File: config.mk
export PLATFORM = sky130hd
export DESIGN_NAME = tick_sched
export DESIGN_NICKNAME = d
export VERILOG_FILES = /design/src/rtl/tick_sched.sv
export SDC_FILE = /design/constraint.sdc
export NUM_CORES = 1
export LEC_CHECK = 0
export BUFFER_PORTS_ARGS = -buffer_cell sky130_fd_sc_hd__buf_2
export CAP_MARGIN = 25
export CORE_ASPECT_RATIO = 1.2
export CORE_MARGIN = 4
export CORE_UTILIZATION = 60
export CTS_CLUSTER_DIAMETER = 200
export DETAILED_ROUTE_END_ITERATION = 12
export PLACE_DENSITY = 0.88
export SYNTH_ARGS = -nofsm -noshare
export SYNTH_HDL_FRONTEND = slang
export SYNTH_SLANG_ARGS = --single-unit
File: constraint.sdc
create_clock -name clk -period 5 [get_ports clk]
set_input_delay 0.5 -clock clk [delete_from_list [all_inputs] [get_ports clk]]
set_output_delay 0.5 -clock clk [all_outputs]
set_load 0.005 [all_outputs]
File: src/rtl/tick_sched.sv
// Run controller and round-robin time-slot scheduler driven by a programmable tick divider.
// Optional half-rate phase output, ticking on every other prescaler wrap: define TICK_SCHED_PHASE_EN.

module tick_sched #(
    parameter int NREQ  = 4,
    parameter int DIV_W = 8,
    parameter int CYC_W = 16
) (
    input  logic             clk,
    input  logic             rst_n,
    input  logic             start,
    input  logic             stop,
    input  logic [DIV_W-1:0] div,
    input  logic [CYC_W-1:0] cyc_limit,
    input  logic [NREQ-1:0]  req,
    output logic [NREQ-1:0]  gnt,
    output logic             tick,
    output logic [CYC_W-1:0] cyc_count,
    output logic             busy,
`ifdef TICK_SCHED_PHASE_EN
    output logic             done,
    output logic             phase
`else
    output logic             done
`endif
);

    // state  | meaning
    // S_IDLE | waiting for start; no run in progress
    // S_RUN  | prescaler running, ticks issued and granted
    // S_DONE | cyc_limit ticks issued; cyc_count holds the final value

    localparam int PW = (NREQ > 1) ? $clog2(NREQ) : 1;

    typedef enum logic [1:0] {
        S_IDLE = 2'd0,
        S_RUN  = 2'd1,
        S_DONE = 2'd2
    } state_t;

    state_t           state, state_nxt;
    logic [DIV_W-1:0] pre, div_q;
    logic [CYC_W-1:0] lim_q;
    logic [PW-1:0]    ptr, ptr_nxt, gnt_idx, cand_idx;
    logic [NREQ-1:0]  gnt_oh;
    logic             gnt_found;
    logic             do_start, do_wrap, do_tick;
    logic             at_lim, wrap, tick_ok;

    assign at_lim = (cyc_count == lim_q);
    assign wrap   = (pre == div_q);

`ifdef TICK_SCHED_PHASE_EN
    assign tick_ok = ~phase;
`else
    assign tick_ok = 1'b1;
`endif

    always_ff @(posedge clk or negedge rst_n) begin
        if (!rst_n) state <= S_IDLE;
        else        state <= state_nxt;
    end

    always_comb begin
        state_nxt = state;
        do_start  = 1'b0;
        do_wrap   = 1'b0;
        do_tick   = 1'b0;
        case (state)
            S_IDLE, S_DONE: begin
                if (start) begin
                    do_start  = 1'b1;
                    state_nxt = (cyc_limit == '0) ? S_DONE : S_RUN;
                end
            end
            S_RUN: begin
                // stop outranks both completion and a tick due this cycle
                if (stop) begin
                    state_nxt = S_IDLE;
                end else if (at_lim) begin
                    state_nxt = S_DONE;
                end else if (wrap) begin
                    do_wrap = 1'b1;
                    do_tick = tick_ok;
                end
            end
            default: state_nxt = S_IDLE;
        endcase
    end

    // Round-robin search starting at ptr, wrapping modulo NREQ.
    always_comb begin
        gnt_found = 1'b0;
        gnt_idx   = '0;
        cand_idx  = '0;
        for (int i = 0; i < NREQ; i++) begin
            int c;
            c = int'(ptr) + i;
            if (c >= NREQ) c = c - NREQ;
            cand_idx = PW'(c);
            if (!gnt_found && req[cand_idx]) begin
                gnt_found = 1'b1;
                gnt_idx   = cand_idx;
            end
        end
    end

    always_comb begin
        gnt_oh          = '0;
        gnt_oh[gnt_idx] = gnt_found;
        ptr_nxt         = (gnt_idx == PW'(NREQ - 1)) ? '0 : gnt_idx + PW'(1);
    end

    always_ff @(posedge clk or negedge rst_n) begin
        if (!rst_n) begin
            pre       <= '0;
            div_q     <= '0;
            lim_q     <= '0;
            cyc_count <= '0;
            ptr       <= '0;
            tick      <= 1'b0;
            gnt       <= '0;
        end else begin
            tick <= 1'b0;
            gnt  <= '0;
            if (do_start) begin
                div_q     <= div;
                lim_q     <= cyc_limit;
                pre       <= '0;
                cyc_count <= '0;
                ptr       <= '0;
            end else if (state == S_RUN) begin
                pre <= wrap ? '0 : pre + DIV_W'(1);
                if (do_tick) begin
                    tick      <= 1'b1;
                    cyc_count <= cyc_count + CYC_W'(1);
                    if (gnt_found) begin
                        gnt <= gnt_oh;
                        ptr <= ptr_nxt;
                    end
                end
            end
        end
    end

`ifdef TICK_SCHED_PHASE_EN
    always_ff @(posedge clk or negedge rst_n) begin
        if (!rst_n)       phase <= 1'b0;
        else if (do_start) phase <= 1'b0;
        else if (do_wrap)  phase <= ~phase;
    end
`endif

    assign busy = (state == S_RUN);
    assign done = (state == S_DONE);

endmodule

-- Yosys cells after proc, flatten, opt, wreduce, memory -nomap -nowiden
Cells that the tools add are included.
- add/subtract/negate cells: 10
- $lt $le $gt $ge: 10
- equality and inequality tests: 7
- mux-type cells: 51
- bitwise logic cells: 1
- reduce and logical (&&, ||, !) cells: 16
- operator list (operator ; number):
    2-to-1 mux 16 bit ; 3
    2-to-1 mux 2 bit ; 17
    2-to-1 mux 8 bit ; 3
    2-to-1 mux 1 bit ; 18
    adder 16 x 1 -> 16 bit (second input constant) ; 1
    equality test 16 bit ; 1
    logical NOT 16 bit ; 1
    2-to-1 mux 4 bit ; 4
    < comparator 2 x 3 -> 1 bit (second input constant) ; 5
    greater-or-equal comparator 3 bit (second input constant) ; 3
    adder 8 x 1 -> 8 bit (second input constant) ; 1
    binary-select mux 1 bit (select 2 bit) ; 4
    equality test 8 bit ; 1
    subtractor 2 x 1 -> 2 bit (second input constant) ; 4
    adder 2 x 2 -> 3 bit (second input constant) ; 2
    nonzero test 2 bit ; 3
    AND 4 bit ; 1
    equality test 2 bit (second input constant) ; 2
    logical AND 1 bit ; 4
    case mux 2 bit (2 select lines) ; 1
    AND reduction 2 bit ; 2
    adder 2 x 1 -> 3 bit (second input constant) ; 1
    greater-or-equal comparator 2 x 3 -> 1 bit (second input constant) ; 1
    logical NOT 1 bit ; 3
    9 further kinds ; 9
- register bits after elaboration: 57
- word-level logic and storage cells: 103

-- Logic depth before layout (Yosys ltp)
- word-level depth: 23
- gate-level depth with buffers: 7

-- Least setup slack after synthesis
OpenSTA, ideal clock, no wires.
- path kind: register to register
- start: register pre[5]
- end: register cyc_count[14]
- library setup time: 0.078 ns
- arrival time: 1.840 ns
- required time: 4.922 ns
- setup slack: 3.082 ns
- cell stages (with the launch flop): 6
- period minus slack after synthesis: 1.918 ns
- cell sequence: dfrtp_1 > xor2_1 > nor4_4 > nand4_1 > or4_1 > a21oi_1
- word-level cells in the longest chain between the ends: 7
- ends and longest elaborated chain (item ; line ; RTL):
    from (decl) ; 42 ; logic [DIV_W-1:0] pre, div_q;
    from (signal assigned) ; 133 ; pre <= wrap ? '0 : pre + DIV_W'(1);
    equality test 8 bit ; 51 ; assign wrap = (pre == div_q);
    2-to-1 mux 1 bit ; 82 ; end else if (wrap) begin
    2-to-1 mux 1 bit ; 80 ; end else if (at_lim) begin
    2-to-1 mux 1 bit ; 78 ; if (stop) begin
    2-to-1 mux 1 bit ; 69 ; case (state)
    nonzero test 2 bit (no source line) ; - ;
    AND reduction 2 bit (no source line) ; - ;
    to (signal assigned) ; 136 ; cyc_count <= cyc_count + CYC_W'(1);
    to (decl) ; 18 ; output logic [CYC_W-1:0] cyc_count,
Every way passes these cells.
A chain may end at the register's enable or synchronous reset.

-- Final worst setup path
- start: register cyc_count[7]
- end: register cyc_count[1]
- word-level cells in the longest chain between the ends: 6
- ends and longest elaborated chain (item ; line ; RTL):
    equality test 16 bit ; 50 ; assign at_lim = (cyc_count == lim_q);
    2-to-1 mux 1 bit ; 80 ;
    2-to-1 mux 1 bit ; 78 ;
    2-to-1 mux 1 bit ; 69 ;
    nonzero test 2 bit (no source line) ; - ;
    AND reduction 2 bit (no source line) ; - ;
Every way passes these cells.

==> metrics.txt <==
Mapped Cells=320; fin crit period=2500 ps; unrepaired setup endpoints after global routing=false; Worst EP required=5260 ps; total congestion overflow=0; Layout Cells excl Fill=441; synthesis-to-layout area growth=17.2%; most common cell after layout, fill and taps aside=nand2_1; HP Class=input port to async pin; leakage power=1.85 nW; clock slew at reported path FFs=60 ps; async set or reset register ratio after synthesis=100%; H-tree levels=3; kind of critical path=register to register; number of routed nets with antenna violations=0; Synth Cell Area=0.00302 sq mm; achievable frequency=401 MHz; PwrDens=357 mW/mm^2; postcts setup bufs=0; clk buf depth=2; Die Ht=85.7 microns; Power Total=1.26 mW; hold buffers post-CTS=0; post-synth net total=358; Buffers & Inverters on Critical Path=0; ratio of cells with drive above 1 in the final layout=21.0%; sequential-to-total area share from yosys stat=47.3%; Final setup viols=0; Critical Path Sink Type=register; Yosys cell types=37; final cycle utilization of the critical path=49.9%; Fill cells=386; actual slew at the worst max-slew pin=899 ps; final hold violations=0; I/O Buffers=54; EDFF count, synth=0; total track usage=23.4%; clk_lat worst skew=340 ps; Ys Warns=0; DP Area=0.00334 sq mm; Design Area, Final=0.00353 sq mm; largest net degree at the start of global routing=58; multi-input logic area=0.00152 sq mm; Clk Tree Root Cell=clkbuf_8; slew margin rel.=40.0%; DR WL/cell=15.6 microns; CP startpoint kind=register; drt drc=0; clock skew=7.27 ps; CTS tree=yes; CP max stage cell=and4_1; DP Wirelength=4700 microns; first-pass GRT wire length=11400 microns; core box area=0.00490 sq mm; slowest stage delay, CP=860 ps; Syn Area/Cell=9.42 sq um; Die Wd=72.7 microns; CTS resizes=0; Routed WL=6880 microns; Pins Over Slew Limit=0; most used flip-flop cell after synthesis=dfrtp_1; vias in the first global route=2451; TNS Setup=0 ps; # rows=28; die area=0.00623 sq mm; DP Cell Count=425; boundary pin count=55; Yosys reg bits=57; Vias=2591; hold slack=289 ps; most frequent cells in the layout=82 x nand2_1, 57 x dfrtp_1, 54 x buf_2, 25 x xor2_1, 18 x a21oi_1; VDD IR max=265 uV; total CTS buffers=9; GPL Wtd Cong=0.880; # nets final=414; Sequential Area=0.00143 sq mm; Clock Sinks=57; antenna diode count=0; max_cap viols=0; crit-path cells=xor2_1, nor4_1, and4_1, or3_1, mux2i_1; Arrival @ worst endpoint=2760 ps; DRT iter0 DRCs=299; status=finished, final reports clean; initial core utilization=61.5%; vias per cell=5.88; initial antenna violation count=0; CP top delay family=simple AND/OR/NAND/NOR gates; drt pass-1 iters=4; CP max FO=30
registers in the layout, summed over array words and instances (netlist names):
name	cells
tick	1
gnt	4
cyc_count	16
state	2
ptr	2
div_q	8
lim_q	16
pre	8
through the flow:
step | utilization [%] | setup WS [ps]
after floorplan | - | 3080
after global placement | 68.1 | 2610
after detailed placement | 68.1 | 2570
after CTS | 72.0 | 2540
after global routing | 72.0 | 2400
final | 72.0 | 2500
cell usage after synthesis (all sizes together) (6+ instances only):
library cell	count	area (sq um)
nand2	83	314
dfrtp	57	1430
xor2	25	219
a21oi	18	90.1
nor4	14	133
clkbuf	10	37.5
nand2b	10	62.6
and2	7	43.8
and3	7	43.8
nand3	7	35.0
nand4	7	43.8
or4	7	52.6
and4	6	52.6
ha	6	75.1
inv	6	22.5
mux2i	6	60.1
o31ai	6	45.0
worst reg2reg max path, cell delays in order, from the launching register on:
cell	delay, ps
dfrtp_1	450
xor2_1	190
nor4_1	400
and4_1	860
or3_1	320
mux2i_1	200
path summary, 6_finish.rpt:
check | from | to | slack (ps) | cells after the start
setup reg to reg | cyc_count[7] | cyc_count[1] | 2500 | 5
hold / removal | rst_n | lim_q[13] | 290 | 2
setup / recovery | cyc_count[7] | cyc_count[1] | 2500 | 5
max in group asynchronous | rst_n | cyc_count[1] | 4250 | 2
hold reg to reg | lim_q[1] | lim_q[1] | 500 | 2
min in group clk | div[6] | div_q[6] | 340 | 3
where the power goes:
part	internal, mW	switching (mW)	total, mW	leakage [nW]
clock	0.240	0.184	0.424	0.102
sequential	0.525	0.0622	0.587	0.749
combinational	0.0993	0.151	0.250	1.00
per-layer routing:
metal / track usage, % / part of all wire, % / wire length [microns] / up-vias
li1: - / - / - / 1243
met1: 30.0 / 40 / 2780 / 1228
met2: 39.3 / 51 / 3480 / 109
met3: 3.75 / 7.3 / 505 / 11
met4: 8.89 / 1.6 / 110 / 0
met5: 0 / 0 / 0 / -
cell families after synthesis:
kind of cell | share of synthesized area (%)
adders and majority gates | 2.49
DFF | 47.3
and+or+nand+nor | 28.3
AOI/OAI and AO/OA | 9.67
xor gates and xnor gates | 7.55
buffers and inverters | 2.32
muxes | 2.37
area by class of cell:
cell class	instances	share of cell area, %
multi-input combinational	245	43.1
clock buffer	10	3.90
inverter	6	0.637
timing repair buffer	57	8.29
sequential	57	40.4
tap	60	2.12
clock inverter	6	1.63
Note: power is estimated with default switching activity, not from simulation.
